[config.mk]
export PLATFORM = sky130hd
export DESIGN_NAME = vgatest_sequencer_flat
export DESIGN_NICKNAME = d
export VERILOG_FILES = /design/src/rtl/vgatest_pkg.sv /design/src/rtl/vgatest_sequencer_if.sv /design/src/rtl/vgatest_debounce.sv /design/src/rtl/vgatest_sequencer.sv /design/src/flat_wrapper.sv
export SDC_FILE = /design/constraint.sdc
export NUM_CORES = 1
export LEC_CHECK = 0
export ABC_AREA = 1
export BUFFER_PORTS_ARGS = -buffer_cell sky130_fd_sc_hd__buf_2
export CAP_MARGIN = 20
export CORE_UTILIZATION = 55
export DETAILED_ROUTE_END_ITERATION = 16
export PLACE_DENSITY = 0.74
export SLEW_MARGIN = 20
export SYNTH_ARGS = -nofsm -noshare
export SYNTH_HDL_FRONTEND = slang
export SYNTH_SLANG_ARGS = --single-unit
[constraint.sdc]
create_clock -name clk -period 3.2 [get_ports clk]
set_input_delay 0.64 -clock clk [delete_from_list [all_inputs] [get_ports clk]]
set_output_delay 0.64 -clock clk [all_outputs]
set_load 0.02 [all_outputs]
[src/rtl/vgatest_pkg.sv]
// rtl/vgatest_pkg.sv - shared types, widths and helpers for the VGA test-pattern sequencer
package vgatest_pkg;

    typedef enum logic {
        ST_MANUAL = 1'b0,
        ST_AUTO   = 1'b1
    } state_e;

    localparam int PAT_W  = 3;
    localparam int FCNT_W = 8;

    // Next pattern index with wrap from the last legal index back to 0.
    function automatic logic [PAT_W-1:0] next_pattern(input logic [PAT_W-1:0] cur,
                                                      input int num_patterns);
        return (cur == PAT_W'(num_patterns - 1)) ? '0 : cur + 1'b1;
    endfunction

endpackage

[src/rtl/vgatest_sequencer_if.sv]
// rtl/vgatest_sequencer_if.sv - sync/button inputs and pattern-select outputs of the sequencer
interface vgatest_sequencer_if;
    import vgatest_pkg::*;

    logic             vs;
    logic             btn_next;
    logic             btn_mode;
    logic [PAT_W-1:0] pattern;
    logic             advance;
    logic             frame_start;
    logic             auto_mode;

    // The sequencer drives the pattern selection and consumes sync/buttons.
    modport master (
        input  vs, btn_next, btn_mode,
        output pattern, advance, frame_start, auto_mode
    );

    // The pattern datapath / environment side.
    modport slave (
        output vs, btn_next, btn_mode,
        input  pattern, advance, frame_start, auto_mode
    );

endinterface

[src/rtl/vgatest_debounce.sv]
// rtl/vgatest_debounce.sv - 2-FF synchronizer, debounce counter and press pulse for one button
module vgatest_debounce #(
    parameter int DEBOUNCE_BITS = 16
) (
    input  logic clk,
    input  logic rst_n,
    input  logic raw_i,
    output logic press_o
);

    logic                     sync1_q;
    logic                     sync2_q;
    logic                     state_q, state_d;
    logic                     press_q, press_d;
    logic [DEBOUNCE_BITS-1:0] cnt_q, cnt_d;

    // Count while the synced input disagrees with the debounced state; accept at all-ones.
    always_comb begin
        cnt_d   = '0;
        state_d = state_q;
        press_d = 1'b0;
        if (sync2_q != state_q) begin
            if (&cnt_q) begin
                state_d = sync2_q;
                press_d = sync2_q;
            end else begin
                cnt_d = cnt_q + 1'b1;
            end
        end
    end

    // Synchronizer and debounce registers.
    always_ff @(posedge clk or negedge rst_n) begin
        if (!rst_n) begin
            sync1_q <= 1'b0;
            sync2_q <= 1'b0;
            state_q <= 1'b0;
            press_q <= 1'b0;
            cnt_q   <= '0;
        end else begin
            sync1_q <= raw_i;
            sync2_q <= sync1_q;
            state_q <= state_d;
            press_q <= press_d;
            cnt_q   <= cnt_d;
        end
    end

    assign press_o = press_q;

endmodule

[src/rtl/vgatest_sequencer.sv]
// rtl/vgatest_sequencer.sv - frame-synchronous test-pattern selector; PATTERN_AUTOCYCLE_EN builds auto-cycle mode
module vgatest_sequencer
    import vgatest_pkg::*;
#(
    parameter int NUM_PATTERNS       = 4,
    parameter int FRAMES_PER_PATTERN = 120,
    parameter int DEBOUNCE_BITS      = 16,
    parameter int VS_POL             = 1
) (
    input  logic                 clk,
    input  logic                 rst_n,
    vgatest_sequencer_if.master  ifc
);

    localparam logic VS_ACT = (VS_POL != 0);

    logic             vs_sync1_q;
    logic             vs_sync2_q;
    logic             vs_prev_q;
    logic             frame_start_q, frame_start_d;
    logic             next_press;
    logic             next_pend_q, next_pend_d;
    logic             advance_q, advance_d;
    logic [PAT_W-1:0] pattern_q, pattern_d;
    logic             auto_due;

    vgatest_debounce #(
        .DEBOUNCE_BITS (DEBOUNCE_BITS)
    ) u_next_db (
        .clk     (clk),
        .rst_n   (rst_n),
        .raw_i   (ifc.btn_next),
        .press_o (next_press)
    );

    // Frame boundary: synced vs just reached its active level.
    assign frame_start_d = (vs_sync2_q == VS_ACT) && (vs_prev_q != VS_ACT);

    // vs synchronizer and edge register.
    always_ff @(posedge clk or negedge rst_n) begin
        if (!rst_n) begin
            vs_sync1_q    <= 1'b0;
            vs_sync2_q    <= 1'b0;
            vs_prev_q     <= 1'b0;
            frame_start_q <= 1'b0;
        end else begin
            vs_sync1_q    <= ifc.vs;
            vs_sync2_q    <= vs_sync1_q;
            vs_prev_q     <= vs_sync2_q;
            frame_start_q <= frame_start_d;
        end
    end

    // Advance only on a frame boundary; presses within a frame collapse into one pending request.
    always_comb begin
        advance_d   = frame_start_q && (next_pend_q || next_press || auto_due);
        pattern_d   = pattern_q;
        next_pend_d = next_pend_q;
        if (advance_d) begin
            pattern_d   = next_pattern(pattern_q, NUM_PATTERNS);
            next_pend_d = 1'b0;
        end else if (next_press) begin
            next_pend_d = 1'b1;
        end
    end

    // Pattern selection registers.
    always_ff @(posedge clk or negedge rst_n) begin
        if (!rst_n) begin
            pattern_q   <= '0;
            advance_q   <= 1'b0;
            next_pend_q <= 1'b0;
        end else begin
            pattern_q   <= pattern_d;
            advance_q   <= advance_d;
            next_pend_q <= next_pend_d;
        end
    end

`ifdef PATTERN_AUTOCYCLE_EN
    state_e            state_q, state_d;
    logic [FCNT_W-1:0] frame_cnt_q, frame_cnt_d;
    logic              mode_press;

    vgatest_debounce #(
        .DEBOUNCE_BITS (DEBOUNCE_BITS)
    ) u_mode_db (
        .clk     (clk),
        .rst_n   (rst_n),
        .raw_i   (ifc.btn_mode),
        .press_o (mode_press)
    );

    // Auto step is judged against the state before any same-cycle mode toggle.
    assign auto_due = (state_q == ST_AUTO) &&
                      (frame_cnt_q == FCNT_W'(FRAMES_PER_PATTERN - 1));

    // Mode FSM next state and frame counter; entering auto restarts the count.
    always_comb begin
        state_d     = state_q;
        frame_cnt_d = frame_cnt_q;
        if (mode_press) begin
            state_d = (state_q == ST_MANUAL) ? ST_AUTO : ST_MANUAL;
        end
        if (mode_press && (state_q == ST_MANUAL)) begin
            frame_cnt_d = '0;
        end else if (advance_d) begin
            frame_cnt_d = '0;
        end else if (frame_start_q && (state_q == ST_AUTO)) begin
            frame_cnt_d = frame_cnt_q + 1'b1;
        end
    end

    // Mode state and frame counter registers.
    always_ff @(posedge clk or negedge rst_n) begin
        if (!rst_n) begin
            state_q     <= ST_MANUAL;
            frame_cnt_q <= '0;
        end else begin
            state_q     <= state_d;
            frame_cnt_q <= frame_cnt_d;
        end
    end

    assign ifc.auto_mode = (state_q == ST_AUTO);
`else
    logic              unused_mode;
    logic [FCNT_W-1:0] unused_fpp;

    assign unused_mode   = ifc.btn_mode;
    assign unused_fpp    = FCNT_W'(FRAMES_PER_PATTERN);
    assign auto_due      = 1'b0;
    assign ifc.auto_mode = 1'b0;
`endif

    assign ifc.pattern     = pattern_q;
    assign ifc.advance     = advance_q;
    assign ifc.frame_start = frame_start_q;

endmodule

[src/flat_wrapper.sv]
// flat-port wrapper written by rule: the top's interface ports become plain ports
module vgatest_sequencer_flat import vgatest_pkg::*;
#(
    parameter int NUM_PATTERNS       = 4,
    parameter int FRAMES_PER_PATTERN = 120,
    parameter int DEBOUNCE_BITS      = 16,
    parameter int VS_POL             = 1
)
  (clk, rst_n, ifc_vs, ifc_btn_next, ifc_btn_mode, ifc_pattern, ifc_advance, ifc_frame_start, ifc_auto_mode);
  vgatest_sequencer_if ifc_i ();
  input  logic clk;
  input  logic rst_n;
  input wire logic [$bits(ifc_i.vs)-1:0] ifc_vs;
  input wire logic [$bits(ifc_i.btn_next)-1:0] ifc_btn_next;
  input wire logic [$bits(ifc_i.btn_mode)-1:0] ifc_btn_mode;
  output wire logic [$bits(ifc_i.pattern)-1:0] ifc_pattern;
  output wire logic [$bits(ifc_i.advance)-1:0] ifc_advance;
  output wire logic [$bits(ifc_i.frame_start)-1:0] ifc_frame_start;
  output wire logic [$bits(ifc_i.auto_mode)-1:0] ifc_auto_mode;
  assign ifc_i.vs = ifc_vs;
  assign ifc_i.btn_next = ifc_btn_next;
  assign ifc_i.btn_mode = ifc_btn_mode;
  assign ifc_pattern = ifc_i.pattern;
  assign ifc_advance = ifc_i.advance;
  assign ifc_frame_start = ifc_i.frame_start;
  assign ifc_auto_mode = ifc_i.auto_mode;
  vgatest_sequencer #(.NUM_PATTERNS(NUM_PATTERNS), .FRAMES_PER_PATTERN(FRAMES_PER_PATTERN), .DEBOUNCE_BITS(DEBOUNCE_BITS), .VS_POL(VS_POL)) u_core (.clk(clk), .rst_n(rst_n), .ifc(ifc_i));
endmodule
==> Yosys cells after proc, flatten, opt, wreduce, memory -nomap -nowiden <==
Cells that the tools add are included.
W data, S select, Z words.
{ "word_totals": {"regBits": 29, "inputBits": 5, "wordCells": 30} }
{ "classes": {"addsub": 2, "n_reduce_logical": 6, "mux": 7, "n_bitwise": 1, "n_eq_ne": 2} }
{ "ops": {"columns": ["cell", "n"], "rows": [
  ["$mux W16", 2],
  ["$reduce_and A17 Y1", 1],
  ["$add A16 B1 Y16 const B", 1],
  ["$reduce_and A16 Y1", 1],
  ["$mux W1", 4],
  ["$add A3 B1 Y3 const B", 1],
  ["$eq A3 B2 Y1 const B", 1],
  ["$mux W3", 1],
  ["$logic_and A1 B1 Y1", 2],
  ["$reduce_bool A2 Y1", 1],
  ["$logic_or A1 B1 Y1", 1],
  ["$ne A1 B1 Y1", 1],
  ["$not A1 Y1", 1]
]} }

==> Logic depth before layout (Yosys ltp) <==
{ "logic_depth": {"word_depth": 3, "ltp_mapped": 7} }

==> Modules after synthesis <==
From an unflattened synthesis, not the netlist that was laid out.
{ "unflattened": {"cells_unflattened": 154, "hier_area_um2": 1342.5} }
{ "by_module_without_submodules": {"columns": ["module", "cells_per_inst", "n_inst", "area_per_inst_um2", "seq_area_each_um2"], "rows": [
  ["vgatest_debounce", 123, 1, 1017.2, 500.5],
  ["vgatest_sequencer", 31, 1, 325.3, 225.2]
]} }

==> Worst setup path before layout <==
No wires, ideal clock.
{ "synth_path": {"kind": "register to register", "startpoint": "register u_core.u_next_db.cnt_q[0]", "endpoint": "register u_core.u_next_db.cnt_q[11]", "synth_period_minus_slack_ns": 1.217, "stages_incl_launch_ff": 7, "arrival_ns": 1.097, "setup_time_ns": 0.120, "slack_ns": 1.983, "required_ns": 3.080, "n_path_buf": 0, "cell_sequence": "dfrtp_1 -> ha_1 -> nand2_1 -> nor2_2 -> nand4_1 -> nand2_2 -> nor2_1"} }
{ "synth_between": {"elab_chain_cells": 3, "elab_cells_between_ends": 4, "classes_between": "add/sub: 1; mux: 2; reduce/logical: 1"} }
{ "synth_rtl": {"columns": ["item", "line", "text"], "rows": [
  ["start: declaration", "vgatest_debounce.sv:15", "logic [DEBOUNCE_BITS-1:0] cnt_q, cnt_d;"],
  ["start signal: assignment", "vgatest_debounce.sv:45", "cnt_q <= cnt_d;"],
  ["$add A16 B1 Y16 or $reduce_and A16 Y1 (tied branches)", "vgatest_debounce.sv:27, vgatest_debounce.sv:23", null],
  ["$mux W16 (*)", "vgatest_debounce.sv:23", "if (&cnt_q) begin"],
  ["$mux W16 (*)", "vgatest_debounce.sv:22", "if (sync2_q != state_q) begin"],
  ["named net u_core.u_next_db.cnt_d[11]", "vgatest_debounce.sv:15", null]
]} }
The timed path passes the listed nets; every way through them passes the cells marked *.
A chain may end at the register's enable or synchronous reset.

==> Worst setup path in the final report <==
{ "layout_path": {"startpoint": "register u_core.pattern_q[0], in the netlist u_core.ifc.pattern[0]", "endpoint": "output port ifc_pattern[0]"} }
{ "layout_rtl": {"columns": ["item", "line", "text"], "rows": [
  ["start: declaration", "vgatest_sequencer.sv:24", "logic [PAT_W-1:0] pattern_q, pattern_d;"],
  ["start signal: assignment", "vgatest_sequencer.sv:74", "pattern_q <= pattern_d;"],
  ["end: declaration", "flat_wrapper.sv:16", "output wire logic [$bits(ifc_i.pattern)-1:0] ifc_pattern;"]
]} }
No word-level cell between the ends.

==> results.yml <==
job:
  drv_cap: 0
floorplanning:
  die_h_um: 50.5
  die_area_um2: 2550
  floorplan.initialDensity_pct: 58.5
  die_w_um: 50.5
  rows: 17
  core_um2: 2210
  io_pins: 11
cts:
  cts_buffers: 5
  ctsHoldBuffers: 0
  cts.clk_slew.worst_paths_ps: 100
  clockBufferDepth: 2
  post_cts_buffers: 0
  worstSkewPairLatency_ps: 330
  cts_htree_levels: 2
  tritoncts: "yes"
  cts_num_sinks: 29
  ctsResizeCount: 0
  clockRootBuffer: "clkbuf_4"
setup_path:
  arrival_ps: 920
  worst_setup_path_start_kind: "flip-flop"
  reg2reg_to: "u_core.u_next_db.cnt_q[11]"
  r2r_slack_ps: 1800
  crit_end: "ifc_pattern[0]"
  timing.rr.start: "u_core.u_next_db.cnt_q[0]"
  max_stage_delay_ps: 420
  crit_buf_inv: 1
  rr_worst_depth: 6
  critPathKind: "flip-flop to output port"
  crit_path_end_kind: "output port"
  crit_start: "u_core.ifc.pattern[0]"
  critPathMaxFanout: 4
  crit_slowest_cell: "dfrtp_1"
  crit_chain: "buf_2"
  cp.required_ps: 2560
  crit_cells: 1
  critical_path.top_delay_family: "flip-flops"
global_route:
  antenna_found_initial: 0
  grt_pass1_wl_um: 4020
  grt_max_degree: 30
  overflow: 0
  grt_usage_pct: 23.4
  grt_pass1_vias: 968
synthesis:
  syn-num-nets: 152
  synth_seq_area_share_pct: 56.1
  synth.distinct_cells: 21
  synth_area_um2: 1290
  avgSynthCellArea_um2: 8.92
  synthCells: 145
  synth_warnings: 0
  synth-seq-cells: 29
detailed_routing:
  drtAntennaViolNets: 0
  drc_errors: 0
  wl_um: 2330
  viasPerCell: 5.17
  routedWlPerCell_um: 12.4
  via_count: 972
  drt_iter0_markers: 36
  dr.pass1.iters: 4
power_and_ir_drop:
  p_leak_nw: 0.719
  powerDensity_nw_per_um2: 494
  ir_drop_v: 0.000396
placement:
  port_buffers: 8
  postPlaceCellArea_um2: 1360
  dpl_worst_slack_ps: 1810
  dp_cells: 180
  dp_hpwl_um: 1690
  gp_congestion: 0.880
timing:
  grt_setup_unrepaired: "false"
  setup_viol: 0
  max_freq_mhz: 640
  slew_headroom_pct: 59.0
  finalSetupTns_ps: 0
  final.period_utilization_pct: 48.9
  slew_violations: 0
  fin_skew_ps: 9.27
  fin_ws_ps: 1640
  worst_pin_slew_ps: 615
  period_needed_ps: 1560
  hold_violations: 0
cells_and_area:
  insertedDiodeCount: 0
  syn_to_final_growth_pct: 12.1
  layout.cells.non_filler: 188
  drive_gt1_share_pct: 15.6
  design_area_um2: 1450
  fin_nets: 166
  nFillCells: 199
  utilization_pct: 65.6
  area.sequential_um2: 726
  multi_input_area_um2: 500
run_status:
  status: "complete, no violations"
hold_path:
  hp-class: "primary input to async pin"
metrics by stage:
stage / total power (W) / hold WS, ps
2_1_floorplan: 0.000397 / 331
6_report: 0.000716 / 307
3_3_place_gp: 0.000408 / 338
3_5_place_dp: 0.000409 / 340
5_1_grt: 0.000751 / 327
4_1_cts: 0.000725 / 313
metal layers:
| layer | up-vias | wire length, µm | part of all wire (%) | global-route usage [%] |
|---|---|---|---|---|
| met5 | - | 0 | 0 | 0 |
| met4 | 0 | 54 | 2.3 | 13.0 |
| met3 | 7 | 101 | 4.3 | 11.8 |
| met2 | 25 | 1130 | 49 | 36.7 |
| met1 | 466 | 1040 | 45 | 25.6 |
| li1 | 474 | - | - | - |
flip-flops by register name, summed over array words and instances, names as in the netlist:
register,flops
u_core.u_next_db.cnt_q,16
u_core.ifc.pattern,3
u_core.ifc.advance,1
u_core.ifc.frame_start,1
u_core.next_pend_q,1
u_core.u_next_db.press_o,1
u_core.u_next_db.state_q,1
u_core.u_next_db.sync1_q,1
u_core.u_next_db.sync2_q,1
u_core.vs_prev_q,1
u_core.vs_sync1_q,1
u_core.vs_sync2_q,1
cell usage in the layout, fill, tap and decap left out:
cell type / synthesis / routed
a21oi_1: 6 / 6
buf_2: 0 / 8
bufinv_16: 0 / 1
clkbuf_4: 0 / 5
clkbuf_8: 0 / 1
clkinvlp_4: 0 / 1
conb_1: 1 / 1
dfrtp_1: 29 / 29
ha_1: 2 / 2
inv_1: 15 / 15
inv_2: 1 / 1
nand2_1: 31 / 31
nand2_2: 1 / 1
nand3_1: 10 / 10
nand3b_1: 1 / 1
nand4_1: 2 / 2
nor2_1: 27 / 27
nor2_2: 4 / 4
nor3_2: 1 / 1
nor3b_2: 1 / 1
o21ai_0: 3 / 3
o21bai_1: 1 / 1
xnor2_1: 2 / 2
xor2_1: 5 / 5
xor2_2: 1 / 1
worst min path at each step:
| stage | start | to | cells past startpoint |
|---|---|---|---|
| after floorplan | u_core.u_next_db.sync1_q | u_core.u_next_db.sync2_q | 0 |
| after global placement | u_core.u_next_db.sync1_q | u_core.u_next_db.sync2_q | 0 |
| after detailed placement | u_core.u_next_db.sync1_q | u_core.u_next_db.sync2_q | 0 |
| after CTS | rst_n | u_core.ifc.pattern[2] | 1 |
| after global routing | rst_n | u_core.ifc.pattern[2] | 1 |
| final | rst_n | u_core.ifc.advance | 1 |
report_power, final:
| group | leakage (nW) | internal, W | switching (W) |
|---|---|---|---|
| sequential | 0.390 | 0.000373 | 0.00000463 |
| clock | 0.0445 | 0.000186 | 0.000130 |
| combinational | 0.285 | 0.00000611 | 0.0000167 |
cells in the mapped netlist:
library cell / instances / area share, %
xor2_2: 1 / 1.3
nor2_2: 4 / 1.9
nor3_2: 1 / 0.77
conb_1: 1 / 0.29
nand4_1: 2 / 0.97
buf_4: 1 / 0.58
nor2_1: 27 / 7.8
nand3_1: 10 / 3.9
ha_1: 2 / 1.9
o21bai_1: 1 / 0.58
nand2_2: 1 / 0.48
dfrtp_1: 29 / 56
nand2_1: 31 / 9.0
inv_2: 1 / 0.29
xnor2_1: 2 / 1.4
a21oi_1: 6 / 2.3
o21ai_0: 3 / 1.2
nor3b_2: 1 / 0.97
inv_1: 15 / 4.4
xor2_1: 5 / 3.4
nand3b_1: 1 / 0.58
kinds of logic (layout without fill, tap and decap cells):
kind of cell | Yosys count | after routing | synth area share (%)
flip-flops | 29 | 29 | 56.1
buffers and inverters | 17 | 32 | 5.22
other | 1 | 1 | 0.290
XOR/XNOR | 8 | 8 | 6.00
adder cells (fa/ha/maj) | 2 | 2 | 1.93
AO/OA/AOI/OAI | 10 | 10 | 4.06
AND/OR/NAND/NOR | 78 | 78 | 26.4
cell type report:
| class | instances | share of cell area [%] |
|---|---|---|
| clock buffer | 6 | 3.54 |
| clock inverter | 2 | 2.59 |
| inverter | 16 | 4.14 |
| multi-input combinational | 99 | 34.5 |
| sequential | 29 | 50.0 |
| tap | 28 | 2.42 |
| timing repair buffer | 8 | 2.76 |
Power figures use the tool's default switching activity.
